File: config.mk
export PLATFORM = sky130hd
export DESIGN_NAME = mul_div_unit
export DESIGN_NICKNAME = d
export VERILOG_FILES = /design/src/rtl/mul_div_unit.sv
export SDC_FILE = /design/constraint.sdc
export NUM_CORES = 1
export LEC_CHECK = 0
export ABC_CLOCK_PERIOD_IN_PS = 8900
export CAP_MARGIN = 40
export CORE_ASPECT_RATIO = 0.8
export CORE_UTILIZATION = 55
export CTS_BUF_LIST = sky130_fd_sc_hd__clkbuf_8
export CTS_CLUSTER_DIAMETER = 200
export CTS_CLUSTER_SIZE = 40
export DETAILED_ROUTE_END_ITERATION = 12
export PLACE_DENSITY_LB_ADDON = 0.25
export SLEW_MARGIN = 10
export SYNTH_ARGS = -nofsm -noshare
export SYNTH_HDL_FRONTEND = slang
export SYNTH_SLANG_ARGS = --single-unit
File: constraint.sdc
create_clock -name i_clock -period 8.9 [get_ports i_clock]
set_input_delay 0.89 -clock i_clock [delete_from_list [all_inputs] [get_ports i_clock]]
set_output_delay 0.89 -clock i_clock [all_outputs]
set_load 0.05 [all_outputs]
File: src/rtl/mul_div_unit.sv
// Iterative radix-2 multiply/divide unit with HI/LO registers.
// One bit per cycle; cancellable; flags divide by zero.
module mul_div_unit #(
  parameter int WIDTH = 32
) (
  input  logic             i_clock,
  input  logic             i_reset,
  input  logic             i_start,
  input  logic [1:0]       i_op,
  input  logic [WIDTH-1:0] i_a,
  input  logic [WIDTH-1:0] i_b,
  input  logic             i_cancel,
  input  logic             i_mthi,
  input  logic             i_mtlo,
  input  logic [WIDTH-1:0] i_wdata,
  output logic             o_busy,
  output logic             o_done,
  output logic             o_div_by_zero,
  output logic [WIDTH-1:0] o_hi,
  output logic [WIDTH-1:0] o_lo
);

  localparam int CW = (WIDTH > 2) ? $clog2(WIDTH) : 1;

  typedef enum logic [1:0] {
    IDLE   = 2'd0,
    RUN    = 2'd1,
    FINISH = 2'd2
  } state_t;

  state_t           r_state;
  state_t           w_next;
  logic [CW-1:0]    r_cnt;
  logic             r_div;
  logic             r_neg_q;
  logic             r_neg_r;
  logic             r_zero;
  logic [WIDTH-1:0] r_b;
  logic [WIDTH-1:0] r_acc;
  logic [WIDTH-1:0] r_mq;
  logic [WIDTH-1:0] r_hi;
  logic [WIDTH-1:0] r_lo;
  logic             r_done;
  logic             r_dbz;

  logic             w_accept;
  logic             w_signed;
  logic             w_div;
  logic             w_sa;
  logic             w_sb;
  logic             w_bz;
  logic [WIDTH-1:0] w_mag_a;
  logic [WIDTH-1:0] w_mag_b;
  logic [WIDTH:0]   w_sum;
  logic [WIDTH:0]   w_shift;
  logic             w_ge;
  logic [WIDTH-1:0] w_sub;
  logic [2*WIDTH-1:0] w_prod;
  logic [2*WIDTH-1:0] w_prod_fix;
  logic [WIDTH-1:0] w_quo_fix;
  logic [WIDTH-1:0] w_rem_fix;

  assign w_accept = (r_state == IDLE) && i_start && !i_cancel;
  assign w_signed = !i_op[0];
  assign w_div    = i_op[1];
  assign w_sa     = w_signed && i_a[WIDTH-1];
  assign w_sb     = w_signed && i_b[WIDTH-1];
  assign w_bz     = w_div && (i_b == '0);
  assign w_mag_a  = w_sa ? (~i_a + 1'b1) : i_a;
  assign w_mag_b  = w_sb ? (~i_b + 1'b1) : i_b;

  // multiply step: add multiplicand when low bit set, shift right
  assign w_sum = {1'b0, r_acc} + (r_mq[0] ? {1'b0, r_b} : '0);

  // divide step: shift in next dividend bit, trial subtract
  assign w_shift = {r_acc, r_mq[WIDTH-1]};
  assign w_ge    = w_shift >= {1'b0, r_b};
  assign w_sub   = w_shift[WIDTH-1:0] - r_b;

  assign w_prod     = {r_acc, r_mq};
  assign w_prod_fix = r_neg_q ? (~w_prod + 1'b1) : w_prod;
  assign w_quo_fix  = r_neg_q ? (~r_mq + 1'b1) : r_mq;
  assign w_rem_fix  = r_neg_r ? (~r_acc + 1'b1) : r_acc;

  // state register
  always_ff @(posedge i_clock or negedge i_reset) begin
    if (!i_reset) r_state <= IDLE;
    else          r_state <= w_next;
  end

  // next-state logic
  always_comb begin
    w_next = r_state;
    unique case (r_state)
      IDLE:    if (w_accept) w_next = RUN;
      RUN: begin
        if (i_cancel)           w_next = IDLE;
        else if (r_cnt == '0)   w_next = FINISH;
      end
      FINISH:  w_next = IDLE;
      default: w_next = IDLE;
    endcase
  end

  // operand latch, iteration datapath, HI/LO and result flags
  always_ff @(posedge i_clock or negedge i_reset) begin
    if (!i_reset) begin
      r_cnt   <= '0;
      r_div   <= 1'b0;
      r_neg_q <= 1'b0;
      r_neg_r <= 1'b0;
      r_zero  <= 1'b0;
      r_b     <= '0;
      r_acc   <= '0;
      r_mq    <= '0;
      r_hi    <= '0;
      r_lo    <= '0;
      r_done  <= 1'b0;
      r_dbz   <= 1'b0;
    end else begin
      r_done <= 1'b0;
      r_dbz  <= 1'b0;
      unique case (r_state)
        IDLE: begin
          if (w_accept) begin
            r_cnt   <= CW'(WIDTH-1);
            r_div   <= w_div;
            r_neg_q <= (w_sa ^ w_sb) && !w_bz;
            r_neg_r <= w_sa;
            r_zero  <= w_bz;
            r_b     <= w_mag_b;
            r_acc   <= '0;
            r_mq    <= w_mag_a;
          end else begin
            if (i_mthi) r_hi <= i_wdata;
            if (i_mtlo) r_lo <= i_wdata;
          end
        end
        RUN: begin
          r_cnt <= r_cnt - 1'b1;
          if (r_div) begin
            r_acc <= w_ge ? w_sub : w_shift[WIDTH-1:0];
            r_mq  <= {r_mq[WIDTH-2:0], w_ge};
          end else begin
            r_acc <= w_sum[WIDTH:1];
            r_mq  <= {w_sum[0], r_mq[WIDTH-1:1]};
          end
        end
        FINISH: begin
          if (!i_cancel) begin
            if (r_div) begin
              r_hi <= w_rem_fix;
              r_lo <= w_quo_fix;
            end else begin
              r_hi <= w_prod_fix[2*WIDTH-1:WIDTH];
              r_lo <= w_prod_fix[WIDTH-1:0];
            end
            r_done <= 1'b1;
            r_dbz  <= r_zero;
          end
        end
        default: ;
      endcase
    end
  end

  assign o_busy        = (r_state != IDLE);
  assign o_done        = r_done;
  assign o_div_by_zero = r_dbz;
  assign o_hi          = r_hi;
  assign o_lo          = r_lo;

endmodule

* Word level (Yosys, flattened, before mapping)
Index checks and enable logic that the tools add are counted.
Storage, ports and cells: flip-flop bits (word level) 173, logic and storage cells 89
Operators by class: $add $sub $neg 8, order comparisons 1, equality and inequality tests 8, muxes and demuxes 33, bitwise logic cells 6, reductions and logical operators 20
Operators with widths (count):
- $mux W32 | 18
- $pmux W32 S2 | 4
- $add A32 B1 Y32 const B | 4
- $not A32 Y32 | 4
- $add A64 B1 Y64 const B | 1
- $mux W64 | 1
- $not A64 Y64 | 1
- $add A32 B32 Y33 | 1
- $ge A33 B32 Y1 | 1
- $logic_not A32 Y1 | 1
- $sub A32 B32 Y32 | 1
- $ne A2 B2 Y1 const B | 5
- $pmux W5 S2 | 1
- $reduce_and A4 Y1 | 2
- $logic_and A1 B1 Y1 | 6
- $mux W2 | 3
- $reduce_and A2 Y1 | 3
- $reduce_bool A2 Y1 | 3
- $logic_not A5 Y1 | 1
- $mux W5 | 1
- $sub A5 B1 Y5 const B | 1
- $mux W1 | 4
- $pmux W2 S2 | 1
- $logic_not A1 Y1 | 3
- other kinds (5) | 5

* Logic depth before layout (Yosys ltp)
depth in word-level cells 6, mapped depth 15, mapped depth without buffers 14

* Worst setup path before layout
No wires, ideal clock.
path kind reg2reg, start register r_mq[0], end register r_acc[30], data arrival time 3175 ps, path slack 5599 ps, cell stages (with the launch flop) 15, clock period less this slack 3301 ps, path through dfrtp_1 inv_1 clkbuf_1 nor2_1 ha_1 o211ai_1 o21ai_0 a31o_2 a41oi_1 o31ai_1 a31oi_1 o21ai_0 a21oi_1 xnor2_1 a221o_1
On the way: cells in the longest elaborated chain, start to end 4
RTL lines:
- start, declared | line 40 | logic [WIDTH-1:0] r_mq;
- start signal, assigned | line 133 | r_mq <= w_mag_a;
- start signal, assigned | line 143 | r_mq <= {r_mq[WIDTH-2:0], w_ge};
- start signal, assigned | line 146 | r_mq <= {w_sum[0], r_mq[WIDTH-1:1]};
- $mux W32 | line 73 | assign w_sum = {1'b0, r_acc} + (r_mq[0] ? {1'b0, r_b} : '0);
- $add A32 B32 Y33 | line 73
- $mux W32 | line 141 | if (r_div) begin
- $pmux W32 S2 | line 123 | unique case (r_state)
- end signal, assigned | line 142 | r_acc <= w_ge ? w_sub : w_shift[WIDTH-1:0];
- end signal, assigned | line 145 | r_acc <= w_sum[WIDTH:1];
- end, declared | line 39 | logic [WIDTH-1:0] r_acc;
Every way passes these cells. A chain may end at the register's enable or synchronous reset.

* Worst setup path after layout
Same ends and word-level chain as after synthesis.

==> results.cfg <==
[worst_setup_path]
slowest_delay_ns = 0.62
required_ns = 9.28
crit_top_cell = o21ai_0
rrSetupSlack_ns = 4.65
critPathKind = reg -> reg
cp-start-kind = flip-flop
worstPathBufferInverterCount = 2
critPathMaxFanout = 17
cp-end-kind = flip-flop
cp_top_family = compound AO/OA/AOI/OAI gates
cp.arrival_ns = 4.63
slowest_stage = o31ai_1
path_cells = inv_1 > buf_8 > nor2_1 > ha_1 > o211ai_1 > o21ai_0 > a31o_2 > a41oi_1 > o31ai_1 > a31oi_1 > o21ai_0 > a21oi_1 > xnor2_1 > a221o_1

[cells_and_area]
seq_area_um2 = 4330
antenna_cells = 0
design_area_um2 = 16510
finalNetCount = 2086
multi_input_area_um2 = 9165
drive_above_1_share_pct = 4.004
area_delta_synth_final_pct = 17.10
fill_cells = 2173

[routing]
drt.antenna.violating_nets = 0
dr.first_iter.drc_count = 1829
drt-total-wl_mm = 45.61
via_count = 14160
drc = 0
firstDrtPassIters = 6
post_drt_wl_per_cell_um = 20.30
vias_per_cell = 6.303

[timing]
final.min_clock_period_ns = 4.252
period_share_pct = 47.77
skew_ns = 0.02442
slew_violations = 0
max_freq_ghz = 0.2352
finalHoldViolCount = 0
setup-violations-final = 0
worstMarginPinSlew_ns = 0.8445
relSlewSlack_pct = 43.18
rsz0062_at_grt = no
fin_hold_ws_ns = 0.3721
tns_ns = 0

[power_and_ir_drop]
p_switching_mw = 2.578
p_leak_nw = 7.067
p_int_mw = 2.456
p_sw_share_pct = 51.21
vdd_drop_max_uv = 161.8
pwr-share-clk_pct = 12.0
p_per_area_nw_per_um2 = 304.8
seqPwrFrac_pct = 28.0
comb_power_share_pct = 60.0

[clock_network]
cts_sinks = 173
clock_path_buffers = 2
numCtsBuffers = 17
cts_root_buffer = clkbuf_8
cts.repair.resized = 0
post_cts_buffers = 0
clk_latency_ns = 0.50
cts_tree = built
clk_pin_slew_ns = 0.11
htree_levels = 4
postCtsHoldBufs = 0

[job]
maxCapViolCount = 0

[floorplanning]
core_area_um2 = 25240
die_w_um = 181.0
boundaryPins = 171
die_y_um = 145.2
die_area_um2 = 26290
rows = 52
initial_core_util_pct = 55.86

[global_routing]
grt_overflow_total = 0
grt_max_degree = 73
antenna_found_initial = 0
grt_pass1_wl_mm = 71.63
grt_use_total_pct = 34.94
grt_pass1_vias = 12880

[synth]
ys_types = 68
syn_area_um2 = 14100
synth_cells = 1796
synth.most_common_cell = nand2_1
synth_top_area_share_pct = 30.70
syn_nets = 1972
syn_area_per_cell_um2 = 7.851
synth_edf_count = 0
synth_top_cells_by_count = 212 x nand2_1, 196 x o21ai_0, 183 x nor2_1
synthArstFlopShare_pct = 100.0
yosysTopAreaCell = dfrtp_1
seq_area_frac_synth_pct = 30.70
yosys_warnings = 0
ys_ff_latch = 173
synthTopCellsByArea = dfrtp_1 31%, o21ai_0 7.0%, ha_1 6.2%
synth_ff_type = dfrtp_1

[placed_design]
placed_cell_area_um2 = 16100
io_buffers = 170
place_congestion = 0.9946
hpwlAfterDp_mm = 34.61

[run_status]
status = finished, final reports clean

[hold_path]
hold_class = in -> async
[area by class of cell]
cell class | instances | area share [%]
Clock buffer | 19 | 1.584
Inverter | 70 | 1.591
Sequential cell | 173 | 26.23
Tap cell | 324 | 2.455
Clock inverter | 13 | 0.9169
Multi-Input combinational cell | 1455 | 55.50
Timing Repair Buffer | 193 | 11.72
[cell families (layout without fill, tap and decap cells)]
kind of cell | count (synthesis) | after routing | synth area share (%)
fa+ha+maj | 72 | 72 | 6.495
xor+xnor | 169 | 169 | 10.50
buf+inv | 168 | 295 | 4.534
simple gates | 580 | 580 | 18.65
compound gates | 581 | 581 | 25.35
mux | 53 | 53 | 3.771
flops | 173 | 173 | 30.70
[cells in the final DEF (no fill, tap or decap), drive strengths merged, types with 10 or more instances in the layout]
master         Yosys  layout
a211oi            12      12
a21o              39      39
a21oi            142     142
a221oi            10      10
a22oi             18      18
a31oi             20      20
and2              12      12
buf               15      24
clkbuf            83      19
clkdlybuf4s50      0     169
dfrtp            173     173
ha                70      70
inv               70      75
mux2i             52      52
nand2            212     212
nand2b            16      16
nand3             31      31
nor2             183     183
nor3              38      38
nor4              16      16
o211ai            40      40
o21ai            200     200
o31ai             39      39
o41ai             11      11
or3               15      15
or4               12      12
xnor2             79      79
xor2              90      90
[layer usage]
| layer | up-vias | wire (um) | GRT usage (%) |
|---|---|---|---|
| li1 | 6663 | - | - |
| met1 | 6652 | 21060 | 53.95 |
| met2 | 779 | 18320 | 47.14 |
| met3 | 68 | 5225 | 9.388 |
| met4 | 0 | 1009 | 9.322 |
| met5 | - | 0 | 0 |
[final timing paths]
kind / from / end / cells after the start
max: r_mq[0] / r_acc[30] / 14
min: i_reset / r_acc[10] / 1
max reg2reg: r_mq[0] / r_acc[30] / 14
min reg2reg: r_cnt[4] / r_cnt[4] / 1
max in group asynchronous: i_reset / r_div / 4
min in group i_clock: r_cnt[4] / r_cnt[4] / 1
[state kept, by name, summed over array words and instances (netlist names)]
register	count
o_hi	32
r_mq	32
r_neg_r	1
r_acc	32
r_zero	1
o_lo	32
o_div_by_zero	1
r_div	1
r_b	32
r_neg_q	1
r_state	2
o_done	1
r_cnt	5
[metrics by stage]
stage / setup WS, ns / util [%] / power, mW / instances
after global placement: 4.722 / 63.36 / 4.256 / 2209
after global routing: 4.315 / 65.41 / 5.354 / 2247
after CTS: 4.772 / 65.41 / 4.945 / 2247
after floorplan: 5.599 / - / 3.428 / 1796
final: 4.648 / 65.41 / 5.034 / 2247
after detailed placement: 4.801 / 63.77 / 4.332 / 2215
[power by group through the flow]
stage / combinational, mW / sequential [mW] / clock, mW
after floorplan: 2.00 / 1.42 / 0
after CTS: 2.95 / 1.39 / 0.607
after detailed placement: 2.93 / 1.40 / 0
after global placement: 2.86 / 1.39 / 0
final: 3.02 / 1.41 / 0.602
after global routing: 3.29 / 1.43 / 0.635
Power figures use the tool's default switching activity.
